### src/rtl/ctrl_seq_pkg.sv
// Shared definitions for the sequenced control unit:
// opcode/func encodings, FSM states and instruction classes.
package ctrl_seq_pkg;

   localparam logic [1:0] kRTYPE  = 2'b00;
   localparam logic [1:0] kLSTYPE = 2'b01;
   localparam logic [1:0] kSPTYPE = 2'b11;

   localparam logic [1:0] kEQ   = 2'b11;
   localparam logic [1:0] kLB   = 2'b00;
   localparam logic [1:0] kSB   = 2'b01;
   localparam logic [1:0] kHALT = 2'b11;

   typedef enum logic [1:0] {IDLE, RUN, MEM, HALT} ctrl_state_t;

   typedef enum {C_ALU, C_BR, C_LD, C_ST, C_HLT} instr_class_t;

   // Wait-counter width: enough for MEM_LAT-1, never below one bit.
   function automatic int cnt_w(input int lat);
      return (lat < 1) ? 1 : $clog2(lat + 1);
   endfunction

endpackage

### src/rtl/ctrl_decode.sv
// Combinational instruction classifier: op/func fields
// at parametrised positions -> instruction class.
module ctrl_decode
   import ctrl_seq_pkg::*;
#(
   parameter int IW     = 9,
   parameter int OP_LSB = 6,
   parameter int FN_LSB = 4
) (
   input  logic [IW-1:0] instr_i,
   output instr_class_t  class_o
);

   logic [1:0] op;
   logic [1:0] fn;
   logic       unused_bits;

   assign op = instr_i[OP_LSB+1:OP_LSB];
   assign fn = instr_i[FN_LSB+1:FN_LSB];

   // Operand/immediate bits carry no control meaning here.
   assign unused_bits = ^instr_i;

   // Special op/func pairs map to their class; everything else is ALU.
   always_comb begin
      class_o = C_ALU;
      if (op == kRTYPE && fn == kEQ) begin
         class_o = C_BR;
      end else if (op == kLSTYPE && fn == kSB) begin
         class_o = C_ST;
      end else if (op == kLSTYPE && fn == kLB) begin
         class_o = C_LD;
      end else if (op == kSPTYPE && fn == kHALT) begin
         class_o = C_HLT;
      end
   end

endmodule

### src/rtl/ctrl_seq.sv
// Sequenced control unit: start/halt, valid gating and
// multi-cycle memory accesses that freeze the PC.
module ctrl_seq
   import ctrl_seq_pkg::*;
#(
   parameter int IW      = 9,
   parameter int OP_LSB  = 6,
   parameter int FN_LSB  = 4,
   parameter int MEM_LAT = 2
) (
   input  logic          Clk,
   input  logic          Reset,
   input  logic          Start,
   input  logic          InstrValid,
   input  logic [IW-1:0] Instruction,
   output logic          BranchEn,
   output logic          RegWriteEn,
   output logic          MemWriteEn,
   output logic          MemReadEn,
   output logic          PcEn,
   output logic          Stall,
   output logic          Halted
);

   localparam int CW = cnt_w(MEM_LAT);
   localparam logic [CW-1:0] CNT_INIT =
      CW'((MEM_LAT > 0) ? MEM_LAT - 1 : 0);

   ctrl_state_t  state_q, state_d;
   logic [CW-1:0] cnt_q, cnt_d;
   instr_class_t cls_q, cls_d;
   instr_class_t cls;

   ctrl_decode #(
      .IW     (IW),
      .OP_LSB (OP_LSB),
      .FN_LSB (FN_LSB)
   ) u_decode (
      .instr_i (Instruction),
      .class_o (cls)
   );

   // State, wait counter and held memory-op class.
   always_ff @(posedge Clk or negedge Reset) begin
      if (!Reset) begin
         state_q <= IDLE;
         cnt_q   <= '0;
         cls_q   <= C_ALU;
      end else begin
         state_q <= state_d;
         cnt_q   <= cnt_d;
         cls_q   <= cls_d;
      end
   end

   // Next state and Mealy outputs; all outputs default low.
   always_comb begin
      state_d    = state_q;
      cnt_d      = cnt_q;
      cls_d      = cls_q;
      BranchEn   = 1'b0;
      RegWriteEn = 1'b0;
      MemWriteEn = 1'b0;
      MemReadEn  = 1'b0;
      PcEn       = 1'b0;
      Stall      = 1'b0;
      Halted     = 1'b0;
      unique case (state_q)
         IDLE: begin
            if (Start) state_d = RUN;
         end
         RUN: begin
            if (InstrValid) begin
               unique case (cls)
                  C_ALU: begin
                     RegWriteEn = 1'b1;
                     PcEn       = 1'b1;
                  end
                  C_BR: begin
                     BranchEn = 1'b1;
                     PcEn     = 1'b1;
                  end
                  C_LD, C_ST: begin
                     MemReadEn  = (cls == C_LD);
                     MemWriteEn = (cls == C_ST);
                     if (MEM_LAT == 0) begin
                        PcEn       = 1'b1;
                        RegWriteEn = (cls == C_LD);
                     end else begin
                        // Strobe once, then wait out the latency in MEM.
                        Stall   = 1'b1;
                        cnt_d   = CNT_INIT;
                        cls_d   = cls;
                        state_d = MEM;
                     end
                  end
                  C_HLT: begin
                     state_d = HALT;
                  end
                  default: ;
               endcase
            end
         end
         MEM: begin
            if (cnt_q != '0) begin
               Stall = 1'b1;
               cnt_d = cnt_q - 1'b1;
            end else begin
               PcEn       = 1'b1;
               RegWriteEn = (cls_q == C_LD);
               state_d    = RUN;
            end
         end
         HALT: begin
            Halted = 1'b1;
         end
         default: begin
            state_d = IDLE;
         end
      endcase
   end

endmodule

### config.mk
export PLATFORM = sky130hd
export DESIGN_NAME = ctrl_seq
export DESIGN_NICKNAME = d
export VERILOG_FILES = /design/src/rtl/ctrl_seq_pkg.sv /design/src/rtl/ctrl_decode.sv /design/src/rtl/ctrl_seq.sv
export SDC_FILE = /design/constraint.sdc
export NUM_CORES = 1
export LEC_CHECK = 0
export ABC_AREA = 0
export CORE_UTILIZATION = 35
export DETAILED_ROUTE_END_ITERATION = 12
export GPL_ROUTABILITY_DRIVEN = 0
export GPL_TIMING_DRIVEN = 1
export PLACE_DENSITY = 0.67
export REMOVE_ABC_BUFFERS = 1
export SETUP_SLACK_MARGIN = 0.15
export SLEW_MARGIN = 20
export SYNTH_ARGS = -nofsm -noshare
export SYNTH_HDL_FRONTEND = slang
export SYNTH_SLANG_ARGS = --single-unit
### constraint.sdc
create_clock -name Clk -period 2.5 [get_ports Clk]
set_input_delay 0.5 -clock Clk [delete_from_list [all_inputs] [get_ports Clk]]
set_output_delay 0.5 -clock Clk [all_outputs]
set_load 0.005 [all_outputs]
Word level (Yosys, flattened, before mapping)
Cells that the tools add are included.
{"block": "op_classes", "addsub": 1, "n_mul": 0, "n_div": 0, "order_cmp": 0, "n_eq_ne": 20, "shifts": 0, "muxes": 35, "n_bitwise": 0, "n_reduce_logical": 16}
{"op": "32-bit by 3-bit equality test with 1-bit output, second input constant", "count": 4}
{"op": "32-bit two-way mux", "count": 3}
{"op": "32-bit by 2-bit equality test with 1-bit output, second input constant", "count": 2}
{"op": "32-bit by 1-bit equality test with 1-bit output, second input constant", "count": 1}
{"op": "32-bit logical NOT", "count": 1}
{"op": "1-bit two-way mux", "count": 19}
{"op": "2-bit two-way mux", "count": 6}
{"op": "2-bit != test, second input constant", "count": 5}
{"op": "2-bit equality test, second input constant", "count": 4}
{"op": "2-bit case mux with 2 select lines", "count": 2}
{"op": "2-bit by 1-bit equality test with 1-bit output, second input constant", "count": 3}
{"op": "2-bit logical NOT", "count": 3}
{"op": "1-bit case mux with 2 select lines", "count": 3}
{"op": "2-bit case mux with 3 select lines", "count": 1}
{"op": "5-bit AND reduction", "count": 1}
{"op": "1-bit logical AND", "count": 4}
{"op": "4-bit AND reduction", "count": 1}
{"op": "2-bit nonzero test", "count": 2}
{"op": "2-bit OR reduction", "count": 2}
{"op": "3-bit two-way mux", "count": 1}
{"op": "3-bit by 2-bit != test with 1-bit output, second input constant", "count": 1}
{"op": "3-bit AND reduction", "count": 1}
{"op": "3-bit nonzero test", "count": 1}
{"op": "2-bit by 1-bit subtractor with 2-bit output, second input constant", "count": 1}
{"block": "word_totals", "regBits": 36, "latchBits": 0, "ram_bits": 0, "romBits": 0, "in_bits": 13, "mem_count": 0}

Longest topological paths before layout
Gate-level depths: netlist of the first run.
{"block": "logic_depth", "depth_word": 11, "ltp_mapped": 6, "depth_no_buf": 6}

Hierarchy
Synthesis of the first run repeated with hierarchy kept, for this count alone.
{"block": "unflattened", "cells_unflattened": 185, "hier_area_um2": 2049.5}
{"mod": "ctrl_seq", "instances": 1, "cells_per_inst": 151, "area_each_um2": 1789.2}
{"mod": "ctrl_decode", "instances": 1, "cells_per_inst": 34, "area_each_um2": 260.2}

Least setup slack after synthesis of the first run
No wires, ideal clock.
{"block": "synth_timing", "kind": "input -> output", "from": "in Instruction[7]", "to": "out MemWriteEn", "arrival_time_ns": 1.194, "required_ns": 2.000, "setup_slack_ns": 0.806, "stages": 3, "cell_sequence": "or3b_4 > nor2_2 > and2_1"}
{"block": "synth_between", "elab_chain_cells": 11, "elab_cells_between_ends": 18, "classes_between": "5 x eq/ne; 7 x mux; 6 x reduce/logical"}
{"element": "start, declared", "line": "ctrl_seq.sv:15", "rtl": "input logic [IW-1:0] Instruction,"}
{"element": "2-bit equality test", "line": "ctrl_decode.sv:33", "rtl": "end else if (op == kSPTYPE && fn == kHALT) begin"}
{"element": "1-bit logical AND", "line": "ctrl_decode.sv:33"}
{"element": "3-bit two-way mux", "line": "ctrl_decode.sv:33"}
{"element": "32-bit two-way mux", "line": "ctrl_decode.sv:31", "rtl": "end else if (op == kLSTYPE && fn == kLB) begin"}
{"element": "32-bit two-way mux", "line": "ctrl_decode.sv:29", "rtl": "end else if (op == kLSTYPE && fn == kSB) begin"}
{"element": "32-bit two-way mux (*)", "line": "ctrl_decode.sv:27", "rtl": "if (op == kRTYPE && fn == kEQ) begin"}
{"element": "32-bit by 2-bit equality test with 1-bit output", "line": "ctrl_seq.sv:74", "rtl": "unique case (cls)"}
{"element": "2-bit OR reduction", "line": "ctrl_seq.sv:74"}
{"element": "1-bit two-way mux (*)", "line": "ctrl_seq.sv:74"}
{"element": "1-bit two-way mux (*)", "line": "ctrl_seq.sv:73", "rtl": "if (InstrValid) begin"}
{"element": "1-bit two-way mux (*)", "line": "ctrl_seq.sv:68", "rtl": "unique case (state_q)"}
{"element": "end, declared", "line": "ctrl_seq.sv:18", "rtl": "output logic MemWriteEn,"}
Every way passes the cells marked *; elsewhere a longest branch is shown, timed or not.

Worst setup path after layout of the first run
{"block": "layout_timing", "from": "in Instruction[6]", "to": "out Stall"}
{"block": "layout_between", "elab_chain_cells": 11, "elab_cells_between_ends": 17, "classes_between": "4 x eq/ne; 7 x mux; 6 x reduce/logical"}
{"element": "2-bit equality test", "line": "ctrl_decode.sv:33"}
{"element": "1-bit logical AND", "line": "ctrl_decode.sv:33"}
{"element": "3-bit two-way mux", "line": "ctrl_decode.sv:33"}
{"element": "32-bit two-way mux", "line": "ctrl_decode.sv:31"}
{"element": "32-bit two-way mux", "line": "ctrl_decode.sv:29"}
{"element": "32-bit two-way mux (*)", "line": "ctrl_decode.sv:27"}
{"element": "32-bit by 2-bit equality test with 1-bit output", "line": "ctrl_seq.sv:74"}
{"element": "2-bit OR reduction (*)", "line": "ctrl_seq.sv:74"}
{"element": "1-bit two-way mux (*)", "line": "ctrl_seq.sv:74"}
{"element": "1-bit two-way mux (*)", "line": "ctrl_seq.sv:73"}
{"element": "1-bit case mux with 2 select lines (*)", "line": "ctrl_seq.sv:68"}
{"element": "end, declared", "line": "ctrl_seq.sv:21", "rtl": "output logic Stall,"}
Marks and branches as above.

==> results of run 1 <==
flip-flops by register name, summed over array words and instances, names as in the netlist:
name	flops
cls_q	3
cnt_q	2
state_q	2
final cells by class:
cell class / count / area, um2
clock buffer: 4 / 26.3
multi-input combinational: 41 / 329
tap: 15 / 18.8
inverter: 7 / 26.3
fill: 128 / 547
sequential: 7 / 176
timing repair buffer: 24 / 194
stage by stage:
step | utilization (%) | worst slack [ns] | power [mW] | std cells
final | 58.5 | 0.167 | 0.636 | 98
after global placement | 55.1 | -0.177 | 0.513 | 92
after detailed placement | 55.1 | -0.178 | 0.525 | 92
after CTS | 58.8 | 0.0284 | 0.640 | 98
after global routing | 58.5 | 0.134 | 0.694 | 98
after floorplan | - | 0.806 | 0.397 | 55
where the power goes:
part | total (mW) | internal [mW] | switching (mW)
logic | 0.361 | 0.187 | 0.175
registers | 0.177 | 0.150 | 0.0271
clock network | 0.0977 | 0.0606 | 0.0371
total | 0.636 | 0.397 | 0.239
worst max path at each step:
| stage | startpoint | to | slack (ns) | cells after the start |
|---|---|---|---|---|
| floorplan | Instruction[7] | MemWriteEn | 0.81 | 3 |
| finish | Instruction[6] | Stall | 0.17 | 6 |
| global route | Instruction[6] | Stall | 0.13 | 6 |
| CTS | Instruction[6] | Stall | 0.03 | 6 |
| detailed placement | Instruction[6] | Stall | -0.18 | 5 |
| global placement | Instruction[6] | Stall | -0.18 | 5 |
metal layers:
layer / global-route usage (%) / wire length (um) / share of wire (%)
met3: 2.78 / 70 / 6.2
met4: 5.17 / 0 / 0
met5: 0 / 0 / 0
met1: 18.1 / 480 / 43
met2: 28.6 / 575 / 51
layout by cell type, fill, tap and decap left out:
cell type / count
ha_1: 4
a22o_1: 2
a21o_1: 1
clkbuf_4: 3
mux2_2: 1
nor2_1: 4
o21a_1: 2
o22ai_2: 1
and3_1: 2
dfrtp_2: 1
dlygate4sd2_1: 1
or2_2: 1
clkbuf_1: 1
nor2b_1: 3
o21ai_0: 1
mux2i_1: 1
or3b_4: 1
nand2_1: 3
a2111oi_4: 1
clkdlybuf4s15_1: 1
a21oi_1: 2
o21ai_2: 1
nor2_4: 1
and2_1: 1
nand2b_1: 1
buf_2: 1
nor3_1: 1
ha_4: 1
nand3_1: 5
clkdlybuf4s50_1: 8
clkbuf_2: 3
buf_4: 10
inv_1: 7
dfrtp_1: 6
synth_stat cells, drive strengths merged:
library cell	instances	area, um2
a2111oi	1	27.5
a21o	1	7.51
a21oi	2	10.0
a22o	2	17.5
and2	1	6.26
and3	2	12.5
dfrtp	7	175
ha	5	62.6
inv	7	26.3
mux2	1	11.3
mux2i	1	10.0
nand2	3	11.3
nand2b	1	6.26
nand3	5	25.0
nor2	5	21.3
nor2b	3	18.8
nor3	1	5.00
o21a	2	15.0
o21ai	2	13.8
o22ai	1	6.26
or2	1	6.26
or3b	1	11.3
timing repair:
| item | in CTS | in global routing |
|---|---|---|
| pin swaps | 1 | 1 |
| setup endpoints to repair | 6 | 4 |
| buffers inserted | 2 | 0 |
| gates resized for setup | 12 | 8 |
| endpoints found under the hold margin | 0 | 0 |
| hold buffers | 0 | 0 |
kinds of logic after synthesis:
group / Yosys count / synth area share (%)
simple gates: 23 / 24.4
buf+inv: 7 / 5.19
flops: 7 / 34.6
fa+ha+maj: 5 / 12.3
compound gates: 11 / 19.3
mux: 2 / 4.20
worst max-delay path, delay by kind of cell:
kind | cells | cell delay (ns)
AOI/OAI and AO/OA | 1 | 0.11
and+or+nand+nor | 2 | 0.52
buffers and inverters | 3 | 0.71
==> out/metrics.cfg, run 1 <==
[worst_setup_path]
worstReg2RegEnd=cls_q[0]
crit_chain=clkdlybuf4s50_1 > or3b_4 > nor2_4 > buf_4 > o21a_1 > clkbuf_2
rr_startpoint=state_q[1]
path_class=input pin to output port
worst_path_largest_cell_delay_ns=0.48
worst-r2r-setup-slack_ns=0.77
cp.required_ns=2.00
endpoint_kind=output port
critPathArrivalTime_ns=1.83
critPathSlowestCell=clkdlybuf4s50_1
rr_worst_depth=8
path_max_fanout=2
startpoint_type=input pin

[hold_path]
hold_class=flop to flop
holdCritStartpoint=cls_q[1]
whs_path_depth=1
hold_end=cls_q[1]

[floorplanning]
rows=13
ios=20
start_util_pct=38.5
fp.dieH_um=40.1
dieArea_mm2=0.00160
core_mm2=0.00132
die_w_um=40.1

[final_layout]
diodes=0
num-nets-final=102
area_growth_pct=52.1
drive_gt1_share_pct=31.3
final_area_um2=771

[cts]
cts.sinks=7
tritoncts=yes
cts_buffers=3
clkLatencyLatePin_ns=0.24
cts_buffer_depth=2
clkTransAtPathRegs_ns=0.05
htree_levels=1
root_buffer=clkbuf_4

[run_status]
status=complete, no violations

[detailed_routing]
detail-route-antenna-nets=0
viasPerCell=4.89
drt_iter0_drc=9
drc_errors=0
via_count=479
wl_per_cell_um=11.5
drtPass1Iterations=4
wirelength_mm=1.13

[synthesis]
avgSynthCellArea_um2=9.21
ys_ff_latch=7
syn_inst=55
synth_cell_types=24
ys_warn_count=0
synth_area_um2=507
ys_seq_area_share_pct=34.6

[timing]
period_share_pct=93.3
worst_clock_skew_ns=0.00168
setup_viol_count_final=0
drv_slew=0
worstMarginPinSlew_ns=0.349
hold_viol=0
fmax_mhz=429
whs_ns=0.464
setup-tns-final_ns=0
rsz0062_at_grt=yes
slew_headroom_pct=76.7
fin_crit_ns=2.33

[global_routing]
grt_pass1_wl_mm=1.66
grt_max_degree=8
grt_pass1_vias=425
overflow=0
antenna_found_initial=0
track_usage_pct=15.7

[power]
powerDensity_mw_per_mm2=825
leakage_nw=0.385
irDropWorstVdd_uv=432

[placed_design]
io_buffers=14
dpl.hpwl_um=899
placed_cell_area_um2=726

[flow_run]
max_cap_viol_count=0

(Power assumes the default switching activity.)
==> run 2: changes to the inputs <==
--- a/config.mk
+++ b/config.mk
@@ -6,6 +6,8 @@
 export NUM_CORES = 1
 export LEC_CHECK = 0
 export ABC_AREA = 0
+export CAP_MARGIN = 10
+export CORE_MARGIN = 2
 export CORE_UTILIZATION = 35
 export DETAILED_ROUTE_END_ITERATION = 12
 export GPL_ROUTABILITY_DRIVEN = 0
==> out/metrics.cfg, run 2 (synthesized netlist as in run 1, its figures left out) <==
[run_status]
status=complete, no violations

[power]
irDropWorstVdd_uv=447  ; +3.6%
fin_total_pwr_mw=0.607  ; -4.5%
powerDensity_mw_per_mm2=796  ; -3.4%
leakage_nw=0.393  ; +2.0%

[worst_setup_path]
critPathArrivalTime_ns=1.82  ; about the same
worstReg2RegEnd=cls_q[0]
path_buf_inv=3  ; unchanged
path_class=input pin to output port
endpoint_kind=output port
crit_family=buffers and inverters
startpoint_type=input pin
critPathSlowestCell=clkdlybuf4s50_1
rr_startpoint=state_q[1]
cp.required_ns=2.00  ; about the same
crit_chain=clkdlybuf4s50_1 > or3b_4 > nor2_4 > buf_4 > and2_1 > clkbuf_2
rr_worst_depth=8  ; unchanged
worst-r2r-setup-slack_ns=0.63  ; -0.14 ns
cp.depth=6  ; unchanged
worst_path_largest_cell_delay_ns=0.47  ; about the same
path_max_fanout=3  ; +1

[timing]
setup-tns-final_ns=0  ; unchanged
rsz0062_at_grt=yes
slew_headroom_pct=77.3  ; +0.56 points
fin_crit_ns=2.32  ; -0.0163 ns
drv_slew=0  ; unchanged
whs_ns=0.479  ; +0.0147 ns
worstMarginPinSlew_ns=0.340  ; -0.00911 ns
worst_slack_ns=0.183  ; +0.0163 ns
setup_viol_count_final=0  ; unchanged
hold_viol=0  ; unchanged
worst_clock_skew_ns=0.00491  ; +0.00323 ns
period_share_pct=92.7  ; -0.65 points
fmax_mhz=432  ; +0.71%

[final_layout]
num-nets-final=103  ; +0.98%
largest-register=cls_q
fin_util_pct=57.1  ; -1.4 points
area_growth_pct=50.4
layout_commonest_cell=buf_4
top_regs=cls_q: 3 flops, cnt_q: 2 flops, state_q: 2 flops
drive_gt1_share_pct=27.4  ; -3.9 points
largest_reg_flops=3  ; unchanged
regArea_um2=175  ; -0.71%
final_cell_mix=buf_4 (11), clkdlybuf4s50_1 (8), inv_1 (7), dfrtp_1 (7)
multi_input_area_um2=310  ; -5.7%
diodes=0  ; unchanged
nFillCells=133  ; +3.9%

[detailed_routing]
drtPass1Iterations=5  ; +1
detail-route-antenna-nets=0  ; unchanged
drc_errors=0  ; unchanged
drt_iter0_drc=8  ; -1
via_count=470  ; -1.9%
viasPerCell=4.75  ; -2.9%
wirelength_mm=1.10  ; -2.2%
wl_per_cell_um=11.1  ; -3.2%

[placed_design]
dpl.hpwl_um=894  ; -0.55%
io_buffers=14  ; unchanged
post-place-ws_ns=-0.183  ; -0.00575 ns

[cts]
root_buffer=clkbuf_4
clkTransAtPathRegs_ns=0.05  ; about the same
htree_levels=1  ; unchanged
clkLatencyLatePin_ns=0.24  ; about the same
cts_buffer_depth=2  ; unchanged
cts_buffers=3  ; unchanged
tritoncts=yes
cts.sinks=7  ; unchanged
hold_buffers=0  ; unchanged

[floorplanning]
die_w_um=42.1  ; +5.0%
ios=20  ; unchanged
fp.dieH_um=42.1  ; +5.0%
start_util_pct=38.0  ; -0.47 points
dieArea_mm2=0.00177  ; +10%
core_mm2=0.00133  ; +1.2%
rows=13  ; unchanged

[global_routing]
grt_max_degree=8  ; unchanged
grt_pass1_vias=450  ; +5.9%
antenna_found_initial=0  ; unchanged
grt_pass1_wl_mm=1.92  ; +15%
track_usage_pct=14.1  ; -1.6 points
overflow=0  ; unchanged

[flow_run]
max_cap_viol_count=0  ; unchanged

[hold_path]
hold_class=flop to flop
whs_path_depth=1  ; unchanged
hold_end=cls_q[1]
holdCritStartpoint=cls_q[1]

==> run 2: cell count changes in the layout (fill, tap and decap cells not counted), sizes merged <==
cell,delta
dlygate4sd2,+1
==> run 2: worst max path at each step <==
stage              startpoint         end  slack (ns)
3_3_place_gp   Instruction[6]       Stall       -0.17
6_report       Instruction[6]  MemWriteEn        0.18
3_5_place_dp   Instruction[6]  MemWriteEn       -0.18
5_1_grt        Instruction[6]  MemWriteEn        0.13
2_1_floorplan  Instruction[7]  MemWriteEn        0.81
4_1_cts        Instruction[6]  MemWriteEn        0.03
==> run 2: area by class of cell <==
| cell class | instances | area share, % |
|---|---|---|
| Multi-Input combinational cell | 41 | 40.7 |
| Timing Repair Buffer | 25 | 26.9 |
| Sequential cell | 7 | 23.0 |
| Clock buffer | 4 | 3.45 |
| Inverter | 7 | 3.45 |
| Tap cell | 15 | 2.46 |
==> run 2: repair_timing <==
item,in CTS,in global routing
gates resized for setup,8,7
endpoints found under the hold margin,0,0
setup buffers,2,1
setup endpoints to repair,6,5
pin swaps,1,1
==> run 2: metrics by stage <==
stage               cell area, um2  instances
finish                         762         99
global route                   762         99
CTS                            766         98
detailed placement             726         92
global placement               726         92
floorplan                      507         55
==> run 2: worst reg2reg max path, stage by stage (launching register included) <==
cell     delay, ns
dfrtp_1       0.41
inv_1         0.09
ha_1          0.32
nand2_1       0.17
nor2_4        0.13
buf_4         0.12
buf_4         0.09
buf_4         0.10
mux2_2        0.32
==> run 2: power by group <==
| group | switching [mW] | internal (mW) | total [mW] |
|---|---|---|---|
| sequential | 0.0241 | 0.148 | 0.172 |
| clock | 0.0369 | 0.0606 | 0.0975 |
| combinational | 0.169 | 0.168 | 0.337 |
==> run 2: layer usage <==
layer	part of all wire, %	wire [um]	track usage, %
met5	0	0	0
met2	47	513	23.1
met1	46	503	17.8
met4	0	0	1.88
met3	7.6	84	6.03
==> run 3: changes to the inputs <==
--- a/config.mk
+++ b/config.mk
@@ -19,3 +19,4 @@
 export SYNTH_ARGS = -nofsm -noshare
 export SYNTH_HDL_FRONTEND = slang
 export SYNTH_SLANG_ARGS = --single-unit
+export TNS_END_PERCENT = 100
==> results of run 3 <==
Final layout, timing and power as in run 2 (identical DEF).
